===== src/rtl/rx_fifo_pkg.sv =====
// Shared state encoding and defaults for the UART-to-FIFO frame loader.
package rx_fifo_pkg;

   typedef enum logic [3:0] {
      ST_LOAD  = 4'b0001,
      ST_DRAIN = 4'b0010,
      ST_FLUSH = 4'b0100,
      ST_DONE  = 4'b1000
   } state_t;

   localparam int         FRAME_LEN_DEF     = 256;
   localparam logic [7:0] PATTERN_START_DEF = 8'h00;

   // Byte idx of a frame is expected to be start + idx, wrapping at 8 bits.
   function automatic logic [7:0] expected_byte(input logic [7:0] start, input logic [7:0] idx);
      return start + idx;
   endfunction

endpackage


===== src/rtl/rx_fifo_frame_loader_pattern_checker.sv =====
// Compares each read-back byte against the incrementing pattern; saturating mismatch count.
// Latency: chk_idx/err_cnt update on the edge that samples valid.
// Backpressure: none, one byte accepted per valid cycle.
module pattern_checker
   import rx_fifo_pkg::*;
#(
   parameter logic [7:0] PATTERN_START = PATTERN_START_DEF,
   parameter int         CNT_W         = 9
) (
   input  logic             sys_clk,
   input  logic             sys_rst,
   input  logic             clr,
   input  logic             valid,
   input  logic [7:0]       data,
   output logic [CNT_W-1:0] chk_idx,
   output logic [15:0]      err_cnt
);

   logic mismatch;

   assign mismatch = (data != expected_byte(PATTERN_START, 8'(chk_idx)));

   always_ff @(posedge sys_clk or posedge sys_rst) begin
      if (sys_rst) begin
         chk_idx <= '0;
         err_cnt <= '0;
      end else if (clr) begin
         chk_idx <= '0;
         err_cnt <= '0;
      end else if (valid) begin
         chk_idx <= chk_idx + 1'b1;
         if (mismatch && (err_cnt != 16'hFFFF))
            err_cnt <= err_cnt + 16'd1;
      end
   end

endmodule


===== src/rtl/rx_fifo_frame_loader.sv =====
// Loads a frame of UART bytes into the FIFO, drains it to a debug stream and checks the pattern.
// Latency: uart_done -> fifo_wr_en 1 cycle; fifo_rd_en -> out_valid 2 cycles.
// Backpressure: fifo_full drops the byte (ovf_err); fifo_empty stalls the drain without error.
module rx_fifo_frame_loader
   import rx_fifo_pkg::*;
#(
   parameter int         FRAME_LEN     = FRAME_LEN_DEF,
   parameter logic [7:0] PATTERN_START = PATTERN_START_DEF,
   parameter int         CNT_W         = 9
) (
   input  logic        sys_clk,
   input  logic        sys_rst,
   input  logic        uart_done,
   input  logic [7:0]  uart_dout,
   input  logic        restart,
   input  logic        fifo_full,
   input  logic        fifo_empty,
   input  logic [7:0]  fifo_rd_data,
   output logic        fifo_wr_en,
   output logic [7:0]  fifo_wr_data,
   output logic        fifo_rd_en,
   output logic        out_valid,
   output logic [7:0]  out_data,
   output logic        frame_done,
   output logic        ovf_err,
   output logic        rx_drop,
   output logic [15:0] err_cnt
);

   localparam logic [CNT_W-1:0] FRAME_LEN_C = CNT_W'(FRAME_LEN);

   state_t           state;
   logic [CNT_W-1:0] wr_cnt;
   logic [CNT_W-1:0] rd_cnt;
   logic [CNT_W-1:0] chk_idx;
   logic             rd_pend;
   logic             clr;

   assign fifo_rd_en = (state == ST_DRAIN) && !fifo_empty && (rd_cnt < FRAME_LEN_C);
   assign frame_done = (state == ST_DONE);
   assign clr        = (state == ST_DONE) && restart;

   always_ff @(posedge sys_clk or posedge sys_rst) begin
      if (sys_rst) begin
         state        <= ST_LOAD;
         wr_cnt       <= '0;
         rd_cnt       <= '0;
         rd_pend      <= 1'b0;
         fifo_wr_en   <= 1'b0;
         fifo_wr_data <= '0;
         out_valid    <= 1'b0;
         out_data     <= '0;
         ovf_err      <= 1'b0;
         rx_drop      <= 1'b0;
      end else begin
         fifo_wr_en <= 1'b0;
         // rd_data is valid the cycle after rd_en, so the read is staged once before out_valid
         rd_pend    <= fifo_rd_en;
         out_valid  <= rd_pend;
         if (rd_pend)
            out_data <= fifo_rd_data;
         if (fifo_rd_en)
            rd_cnt <= rd_cnt + 1'b1;
         if (uart_done && ((state != ST_LOAD) || (wr_cnt == FRAME_LEN_C)))
            rx_drop <= 1'b1;

         case (state)
            ST_LOAD: begin
               if (uart_done && (wr_cnt != FRAME_LEN_C)) begin
                  if (fifo_full) begin
                     ovf_err <= 1'b1;
                  end else begin
                     fifo_wr_en   <= 1'b1;
                     fifo_wr_data <= uart_dout;
                     wr_cnt       <= wr_cnt + 1'b1;
                  end
               end
               if (wr_cnt == FRAME_LEN_C)
                  state <= ST_DRAIN;
            end
            ST_DRAIN: begin
               if (rd_cnt == FRAME_LEN_C)
                  state <= ST_FLUSH;
            end
            ST_FLUSH: begin
               if (chk_idx == FRAME_LEN_C)
                  state <= ST_DONE;
            end
            ST_DONE: begin
               // restart clears after any same-cycle drop, so rx_drop ends at 0
               if (restart) begin
                  state   <= ST_LOAD;
                  wr_cnt  <= '0;
                  rd_cnt  <= '0;
                  ovf_err <= 1'b0;
                  rx_drop <= 1'b0;
               end
            end
            default: state <= ST_LOAD;
         endcase
      end
   end

   pattern_checker #(
      .PATTERN_START(PATTERN_START),
      .CNT_W        (CNT_W)
   ) u_checker (
      .sys_clk(sys_clk),
      .sys_rst(sys_rst),
      .clr    (clr),
      .valid  (out_valid),
      .data   (out_data),
      .chk_idx(chk_idx),
      .err_cnt(err_cnt)
   );

endmodule


===== config.mk =====
export PLATFORM = sky130hd
export DESIGN_NAME = rx_fifo_frame_loader
export DESIGN_NICKNAME = d
export VERILOG_FILES = /design/src/rtl/rx_fifo_pkg.sv /design/src/rtl/rx_fifo_frame_loader_pattern_checker.sv /design/src/rtl/rx_fifo_frame_loader.sv
export SDC_FILE = /design/constraint.sdc
export NUM_CORES = 1
export LEC_CHECK = 0
export ABC_CLOCK_PERIOD_IN_PS = 1930
export BUFFER_PORTS_ARGS = -buffer_cell sky130_fd_sc_hd__buf_4
export CELL_PAD_IN_SITES_DETAIL_PLACEMENT = 0
export CELL_PAD_IN_SITES_GLOBAL_PLACEMENT = 1
export CORE_MARGIN = 1.5
export CORE_UTILIZATION = 39
export CTS_CLUSTER_SIZE = 30
export DETAILED_ROUTE_END_ITERATION = 10
export HOLD_SLACK_MARGIN = 0.12
export PLACE_DENSITY_LB_ADDON = 0.1
export SLEW_MARGIN = 10
export SYNTH_ARGS = -nofsm -noshare
export SYNTH_HDL_FRONTEND = slang
export SYNTH_SLANG_ARGS = --single-unit

===== constraint.sdc =====
create_clock -name sys_clk -period 1.93 [get_ports sys_clk]
set_input_delay 0.386 -clock sys_clk [delete_from_list [all_inputs] [get_ports sys_clk]]
set_output_delay 0.386 -clock sys_clk [all_outputs]
set_load 0.02 [all_outputs]

# After elaboration in Yosys (flattened, before gate mapping)
# Index checks and enable logic that the tools add are counted.
[word_totals]
register_bits = 68
output_inout_bits = 38
mem_bits_rw = 0
input_bits = 22
latch_bits = 0
rom_bits = 0
n_memories = 0
[op_classes]
div = 0
bitwise_logic = 1
mul = 0
muxes = 27
reduce_logical = 16
add_sub_neg = 4
order_cmp = 1
n_shift = 0
eq_ne = 18
[ops]
columns = ["operator", "n"]
rows = [
  ["9-bit 2-to-1 mux", 8],
  ["16-bit 2-to-1 mux", 3],
  ["9-bit by 1-bit adder with 9-bit output, second input constant", 3],
  ["9-bit equality test, second input constant", 3],
  ["9-bit one-hot mux with 2 select lines", 1],
  ["16-bit by 1-bit adder with 16-bit output, second input constant", 1],
  ["4-bit 2-to-1 mux", 4],
  ["16-bit inequality test, second input constant", 1],
  ["4-bit one-hot mux with 4 select lines", 1],
  ["2-bit inequality test, second input constant", 6],
  ["4-bit AND reduction", 3],
  ["9-bit less-than comparator, second input constant", 1],
  ["1-bit 2-to-1 mux", 9],
  ["9-bit inequality test, second input constant", 1],
  ["8-bit inequality test", 1],
  ["1-bit logical AND", 6],
  ["2-bit nonzero test", 3],
  ["4-bit by 1-bit equality test with 1-bit output, second input constant", 1],
  ["4-bit by 2-bit equality test with 1-bit output, second input constant", 1],
  ["4-bit by 3-bit equality test with 1-bit output, second input constant", 1],
  ["4-bit equality test, second input constant", 1],
  ["4-bit by 1-bit inequality test with 1-bit output, second input constant", 1],
  ["3-bit AND reduction", 1],
  ["2-bit by 1-bit inequality test with 1-bit output, second input constant", 1],
  ["other kinds (5)", 5],
]

# Logic depth before layout (Yosys ltp)
# Gate-level depths: netlist (run 1).
[logic_depth]
word_depth = 6
depth_mapped = 9

# Modules after synthesis
# A second synthesis (run 1) with hierarchy kept.
[unflattened]
hier_cells = 352
area_unflattened_um2 = 3500.9
[by_module_without_submodules]
columns = ["mod", "instances", "area_each_um2", "cells_per_inst"]
rows = [
  ["rx_fifo_frame_loader", 1, 2073.2, 194],
  ["pattern_checker", 1, 1427.6, 158],
]

# Worst setup path before layout (run 1)
# Ideal clock, no wire load.
[synth_path]
kind = "register to register"
start = "reg u_checker.err_cnt[0]"
end = "reg u_checker.err_cnt[7]"
t_arrival_ps = 2119
required_time_ps = 1852
stages_incl_launch_ff = 9
slack_ps = -267
period_less_slack_ps = 2197
setup_time_ps = 78
path_cell_list = "dfrtp_1 > ha_1 > and3_1 > and3_1 > buf_6 > and4_4 > buf_6 > or4_1 > a21oi_1"
[synth_between]
elab_chain_cells = 4
elab_cells_between_ends = 8
classes_between = "1 x add/sub; 1 x eq/ne; 3 x mux; 3 x reduce/logical"
[synth_rtl]
columns = ["item", "line", "rtl"]
rows = [
  ["from (decl)", "rx_fifo_frame_loader_pattern_checker.sv:16", "output logic [15:0] err_cnt"],
  ["from (signal assigned)", "rx_fifo_frame_loader_pattern_checker.sv:33", "err_cnt <= err_cnt + 16'd1;"],
  ["16-bit by 1-bit adder with 16-bit output or 16-bit inequality test (tied branches)", "rx_fifo_frame_loader_pattern_checker.sv:33, rx_fifo_frame_loader_pattern_checker.sv:32", ""],
  ["16-bit 2-to-1 mux or 1-bit logical AND (tied branches)", "rx_fifo_frame_loader_pattern_checker.sv:32", "if (mismatch && (err_cnt != 16'hFFFF))"],
  ["16-bit 2-to-1 mux or 2-bit nonzero test (tied branches)", "-", ""],
  ["16-bit 2-to-1 mux or 2-bit AND reduction (tied branches)", "-", ""],
]
# Parallel ways exist; a longest one is shown, timed or not. The select of a mux whose other input is x is not followed.
# A chain may end at the register's enable or synchronous reset.

# Worst setup path in the final report (run 1)
[layout_path]
start = "reg state[0]"
end = "out fifo_rd_en"
[layout_between]
elab_chain_cells = 3
[layout_rtl]
columns = ["item", "line", "rtl"]
rows = [
  ["from (decl)", "rx_fifo_frame_loader.sv:32", "state_t state;"],
  ["from (signal assigned)", "rx_fifo_frame_loader.sv:45", "state <= ST_LOAD;"],
  ["from (signal assigned)", "rx_fifo_frame_loader.sv:79", "state <= ST_DRAIN;"],
  ["from (signal assigned)", "rx_fifo_frame_loader.sv:83", "state <= ST_FLUSH;"],
  ["4-bit by 2-bit equality test with 1-bit output", "rx_fifo_frame_loader.sv:39", "assign fifo_rd_en = (state == ST_DRAIN) && !fifo_empty && (rd_cnt < FRAME_LEN_C);"],
  ["1-bit logical AND (2 in a row)", "rx_fifo_frame_loader.sv:39", ""],
  ["to (decl)", "rx_fifo_frame_loader.sv:21", "output logic fifo_rd_en,"],
]
# No other way between the ends.

==> results.md, run 1 <==
* Filler cells at 788
* Clk slew on worst S/H paths at 0.07 ns
* Post-route worst setup slack at -0.0755 ns
* Largest net degree at the start of global routing at 56
* # IOs at 60
* Worst Hold Class: in2reg
* Clock skew at 0.00584 ns
* Most used DFF post-synth: dfrtp_1
* Setup crit end kind: primary output
* Crit Path Class: reg2out
* Antenna violations before repair at 0
* Synth cell types at 49
* Vias at 2856
* FMAX at 0.499 GHz
* End point of the critical path: fifo_rd_en
* Delay-heaviest family, CP: simple AND/OR/NAND/NOR gates
* Synth top cells by count: dfrtp_1, nor2_1, nand2_1
* Switching part of the total at 0.274
* Clock network fraction of total power at 0.331
* Total CTS buffers at 9
* Die footprint at 9330 µm²
* Worst R2R Start: wr_cnt[0]
* Vias in the first global route at 2679
* Logic gate share of total power at 0.172
* Row count at 33
* Layout Nets at 455
* H-tree depth at 3
* Post-Route WL at 7940 µm
* Final Power at 3.14 mW
* Sequential power share at 0.497
* Final Setup Violations at 9
* Slew Viols, Final at 0
* Worst reg-to-reg path cell count at 6
* R2r setup slk at -0.01 ns
* DIE HEIGHT at 96.6 µm
* Post-DP HPWL at 5360 µm
* Crit start category: flip-flop
* Antenna Cells at 0
* DRT antenna net count at 0
* Post-Syn Nets at 359
* Post-layout util at 0.545
* Worst path bufs/invs at 1
* Routed WL per cell at 14.8 µm
* Power per standard cell area at 690 nW/µm²
* Psw at 0.862 mW
* First drt pass iteration count at 4
* Launch point of the critical path: state[0]
* Max-slew headroom at 0.734
* Max FO, Critical Path at 5
* Max cap viols at 0
* Clock Sinks at 68
* Core footprint at 8340 µm²
* I/O Buffers at 59
* Post-synth top area cell: dfrtp_1
* Top-count cell post-synth: dfrtp_1
* Reg2reg end: fifo_wr_data[7]
* Maximum vdd drop at 0.000395 V
* Initial DRC Count at 91
* Yosys warnings at 0
* Die Width at 96.6 µm
* Min Clock Period, post-route at 2.01 ns
* Starting density of the core at 0.409
* Failing checks: setup timing
* WP data arrival at 1.62 ns
* Overall Global Routing Usage at 0.177
* Grt total ovfl at 0
* Pin slew with the least headroom to its limit at 0.398 ns
* CTS tree: yes
* GP Congestion at 0.753
* Final hold viol count at 0
* Crit. path cell count at 3
* Fraction of registers with async set/reset at 1.00
* Syn-to-layout area delta at 33.2%
* Leakage at 2.02 nW
* RSZ-0062 raised after global routing: true
* Crit-path cells: or4b_4 > nor3_4 > buf_6
* Share of cells above drive strength 1 at 0.357
* Synth top area share at 0.491
* CP required at 1.54 ns
* Clock root cell: clkbuf_8
* Number of flops mapped to enable cells by yosys at 0
* Slowest cell on the critical path: or4b_4
* Mapped cell area at 3410 µm²
* Clock Latency Late Sink at 0.34 ns
* Status: complete, but fails checks
* Int Pwr at 2.28 mW
* Mean Syn Cell Area at 10.3 µm²
* Via/cell ratio at 5.33
* #FFs+latches synth at 68
* Cells after synthesis at 330
* CTS Buffer Depth at 2
* Top cells by area, synth: dfrtp_1, xnor2_1, nor2_1
* CP peak stage delay at 0.58 ns
* Final period util at 1.04
* First-pass GRT wire length at 12700 µm
* Seq/Total Area, Yosys at 0.499
* DRC at 0
## cells in the final DEF, fill, tap and decap left out, drive strengths merged, types with 9 or more instances in the layout
cell type,count
clkbuf,12
dfrtp,67
nand3,12
xnor2,16
inv,10
nand4,16
nand2,25
o21ai,16
o31ai,10
nor2,30
or4,9
buf,99
a21oi,15
mux2,16
## area by class of cell
class | instances | area (µm²) | share of cell area
Timing Repair Buffer | 100 | 801 | 0.176
Inverter | 11 | 47.5 | 0.0105
Sequential cell | 68 | 1710 | 0.375
Multi-Input combinational cell | 236 | 1690 | 0.372
Clock buffer | 12 | 145 | 0.0319
Tap cell | 105 | 131 | 0.0289
Clock inverter | 4 | 25.0 | 0.00550
## kinds of logic (layout without fill, tap and decap cells)
group                      after synthesis  after routing  share of synthesized area
AOI/OAI and AO/OA                       60             60                      0.112
xor gates and xnor gates                23             23                     0.0590
adders and majority gates                7              7                     0.0256
buffers and inverters                   27            127                     0.0370
DFF                                     68             68                      0.499
muxes                                   19             19                     0.0616
and+or+nand+nor                        126            127                      0.206
## worst min path at each step
| stage | startpoint | endpoint | depth (start not counted) |
|---|---|---|---|
| CTS | uart_dout[2] | fifo_wr_data[2] | 2 |
| floorplan | rd_pend | out_valid | 0 |
| finish | fifo_rd_data[3] | out_data[3] | 2 |
| global route | fifo_rd_data[5] | out_data[5] | 2 |
| detailed placement | sys_rst | out_data[2] | 2 |
| global placement | sys_rst | out_data[2] | 2 |
## power by group through the flow
stage | Clock, mW | Combinational (mW) | Sequential (mW)
6_report | 1.04 | 0.539 | 1.56
2_1_floorplan | 0 | 0.209 | 1.64
5_1_grt | 1.13 | 0.593 | 1.57
3_3_place_gp | 0 | 0.482 | 1.59
3_5_place_dp | 0 | 0.494 | 1.59
4_1_cts | 1.08 | 0.500 | 1.56
## per-stage QoR
stage | area (µm²) | TNS (ns) | hold slack (ns) | worst slack (ns) | std cells
global route | 4550 | -0.728 | 0.259 | -0.115 | 536
finish | 4550 | -0.131 | 0.271 | -0.0755 | 536
detailed placement | 4220 | 0 | 0.389 | 0.00810 | 512
CTS | 4420 | -0.0921 | 0.241 | -0.0921 | 530
global placement | 4220 | 0 | 0.383 | 0.0477 | 512
floorplan | 3450 | -0.440 | 0.352 | -0.135 | 330
## what timing repair did
| item | in CTS | in global routing |
|---|---|---|
| resized for setup | 6 | 20 |
| pin swaps | 0 | 3 |
| hold buffers | 1 | 0 |
| endpoints found under the setup margin | 5 | 18 |
| buffers inserted | 1 | 5 |
| hold endpoints to repair | 13 | 0 |
| cloned | 0 | 1 |
## flip-flops by register name, summed over array words and instances, names as in the netlist, 4 cells and up
signal and flops:
fifo_wr_data 8, rd_cnt 9, wr_cnt 9, out_data 8, u_checker.chk_idx 9, u_checker.err_cnt 16, state 4
## metal layers
metal,up-vias,wire length (µm),GRT usage
met5,-,0,0
met4,0,102,0.0725
met3,8,265,0.0290
met2,46,3870,0.286
met1,1404,3710,0.235
li1,1398,-,-
No activity file was read; power rests on OpenSTA's default activity.
==> run 2, diff against run 1 <==
ABC_CLOCK_PERIOD_IN_PS = 2600   (was 1930)
CORE_UTILIZATION = 45   (was 39)
clock period = 2.6 ns   (was 1.93 ns; I/O delays follow)
==> run 2 against run 1 <==
The flow now finishes without violations. Global-route usage up 1.8 points. Combinational power decreased by 50%. Wire length shrank 8.0%. Sequential power shrank 24%. Clock power fell by 15%. Power is 25% lower. Via count decreased by 5.5%. Clock skew grew 0.0029 ns. Hold slack got worse by 0.061 ns. Design area is 8.3% lower. Register-to-register slack better by 0.39 ns. Critical endpoint unchanged. Highest routed layer unchanged.
==> results.md, run 2 (same netlist as run 1, synthesis figures left out) <==
* Via/cell ratio at 5.44 (was 5.33)
* Status: finished clean (was complete, but fails checks)
* Core footprint at 7290 µm² (was 8340 µm²)
* FMAX at 0.448 GHz
* Post-CTS sizing at 0 (was 6)
* DP Cell Count at 480 (was 512)
* Post-DP HPWL at 5070 µm (was 5360 µm)
* First drt pass iteration count at 4 (unchanged)
* Max FO, Critical Path at 5 (unchanged)
* Final period util at 0.858
* Starting density of the core at 0.468 (was 0.409)
* GP Congestion at 0.758 (was 0.753)
* DRC at 0 (unchanged)
* Max reg flops at 16 (unchanged)
* Post-Route WL at 7310 µm (was 7940 µm)
* Crit-path cells: or4b_1 > nor3_2 > buf_4 (was or4b_4 > nor3_4 > buf_6)
* Syn-to-layout area delta at 22.1% (was 33.2%)
* Share of cells above drive strength 1 at 0.252 (was 0.357)
* Slew Viols, Final at 0 (unchanged)
* Antenna Cells at 0 (unchanged)
* CTS tree: yes (unchanged)
* Power per standard cell area at 562 nW/µm² (was 690 nW/µm²)
* Clock Latency Late Sink at 0.34 ns (about the same)
* Final hold viol count at 0 (unchanged)
* Routed WL per cell at 14.7 µm (was 14.8 µm)
* Max-slew headroom at 0.487 (was 0.734)
* Clock network fraction of total power at 0.376 (was 0.331)
* I/O Buffers at 59 (unchanged)
* Sequential power share at 0.508 (was 0.497)
* Delay-heaviest family, CP: simple AND/OR/NAND/NOR gates (unchanged)
* Clock root cell: clkbuf_8 (unchanged)
* WP data arrival at 1.71 ns (was 1.62 ns)
* Logic gate share of total power at 0.115 (was 0.172)
* Layout Nets at 421 (was 455)
* Maximum vdd drop at 0.000338 V (was 0.000395 V)
* Commonest non-fill, non-tap cell in the layout: dfrtp_1 (was buf_4)
* Worst Hold Class: in2async (was in2reg)
* Min Clock Period, post-route at 2.23 ns
* FF+latch area at 1700 µm² (was 1710 µm²)
* Most frequent cells in the layout: dfrtp_1, buf_4, nor2_1, nand2_1 (was buf_4, dfrtp_1, nor2_1, nand2_1)
* Clk slew on worst S/H paths at 0.08 ns (was 0.07 ns)
* Vias at 2699 (was 2856)
* H-tree depth at 3 (unchanged)
* Crit start category: flip-flop (unchanged)
* Pin slew with the least headroom to its limit at 0.759 ns (was 0.398 ns)
* CP required at 2.08 ns (was 1.54 ns)
* Largest net degree at the start of global routing at 47 (was 56)
* Final Setup Violations at 0 (was 9)
* Initial DRC Count at 129 (was 91)
* First-pass GRT wire length at 12800 µm (was 12700 µm)
* Overall Global Routing Usage at 0.195 (was 0.177)
* Clock skew at 0.00870 ns (was 0.00584 ns)
* # IOs at 60 (unchanged)
* Footprint of the multi-input gates at 1590 µm² (was 1690 µm²)
* Slowest cell on the critical path: or4b_1 (was or4b_4)
* Crit Path Class: reg2out (unchanged)
* Non-Filler Instances at 496 (was 536)
* Clock Sinks at 68 (unchanged)
* RSZ-0062 raised after global routing: false (was true)
* DIE HEIGHT at 90.1 µm (was 96.6 µm)
* CP peak stage delay at 0.59 ns (was 0.58 ns)
* DRT antenna net count at 0 (unchanged)
* Largest register by flop count: u_checker.err_cnt (unchanged)
* Hold-fix buffers at CTS at 0 (was 1)
* Max cap viols at 0 (unchanged)
* Filler cells at 661 (was 788)
* Grt total ovfl at 0 (unchanged)
* Die Width at 90.1 µm (was 96.6 µm)
* Switching part of the total at 0.269 (was 0.274)
* Antenna violations before repair at 0 (unchanged)
* Row count at 31 (was 33)
* Setup crit end kind: primary output (unchanged)
* Psw at 0.632 mW (was 0.862 mW)
* Leakage at 1.81 nW (was 2.02 nW)
* Post-CTS setup buffer count at 0 (was 1)
* Int Pwr at 1.71 mW (was 2.28 mW)
* Worst path bufs/invs at 1 (unchanged)
* CTS Buffer Depth at 2 (unchanged)
* Vias in the first global route at 2750 (was 2679)
* Setup TNS at 0 ns (was -0.131 ns)
* Die footprint at 8120 µm² (was 9330 µm²)
* Total CTS buffers at 9 (unchanged)
## run 2: layout make-up
type	count	area share
flip-flops and latches	68	0.408
multi-input cells	235	0.380
repair buffers	67	0.124
clock buffers	10	0.0330
well taps	99	0.0297
clock inverters	6	0.0153
inverters	11	0.00990
## run 2: power by group through the flow
stage               clock, mW  combinational [mW]  sequential [mW]
finish                  0.883               0.270             1.19
global placement            0               0.268             1.21
CTS                     0.913               0.277             1.19
detailed placement          0               0.276             1.21
floorplan                   0               0.153             1.22
global route            0.956               0.303             1.20
## run 2: per-stage QoR
| step | worst slack [ns] | hold WS (ns) | util | cell area (µm²) | total power, mW |
|---|---|---|---|---|---|
| after CTS | 0.331 | 0.221 | 0.572 | 4170 | 2.38 |
| after global placement | 0.446 | 0.470 | 0.544 | 3970 | 1.48 |
| after detailed placement | 0.402 | 0.484 | 0.544 | 3970 | 1.49 |
| final | 0.370 | 0.211 | 0.572 | 4170 | 2.35 |
| after global routing | 0.224 | 0.234 | 0.572 | 4170 | 2.46 |
| after floorplan | 0.370 | 0.352 | - | 3410 | 1.37 |
## run 2: final timing paths
path,from,to,slack [ns],depth (start not counted)
hold / removal,sys_rst,out_data[6],0.21,2
setup reg to reg,u_checker.err_cnt[0],u_checker.err_cnt[5],0.38,6
hold reg to reg,fifo_wr_data[7],fifo_wr_data[7],0.50,1
setup / recovery,state[2],fifo_rd_en,0.37,3
max in group asynchronous,sys_rst,state[0],1.70,3
min in group sys_clk,uart_dout[7],fifo_wr_data[7],0.39,2
## run 2: routing by layer
| metal | routed length [µm] | share of wire | track usage | vias up |
|---|---|---|---|---|
| met1 | 3480 | 0.48 | 0.255 | 1316 |
| met4 | 84 | 0.011 | 0.0860 | 0 |
| met5 | 0 | 0 | 0 | - |
| li1 | - | - | - | 1331 |
| met3 | 241 | 0.033 | 0.0508 | 8 |
| met2 | 3500 | 0.48 | 0.303 | 44 |
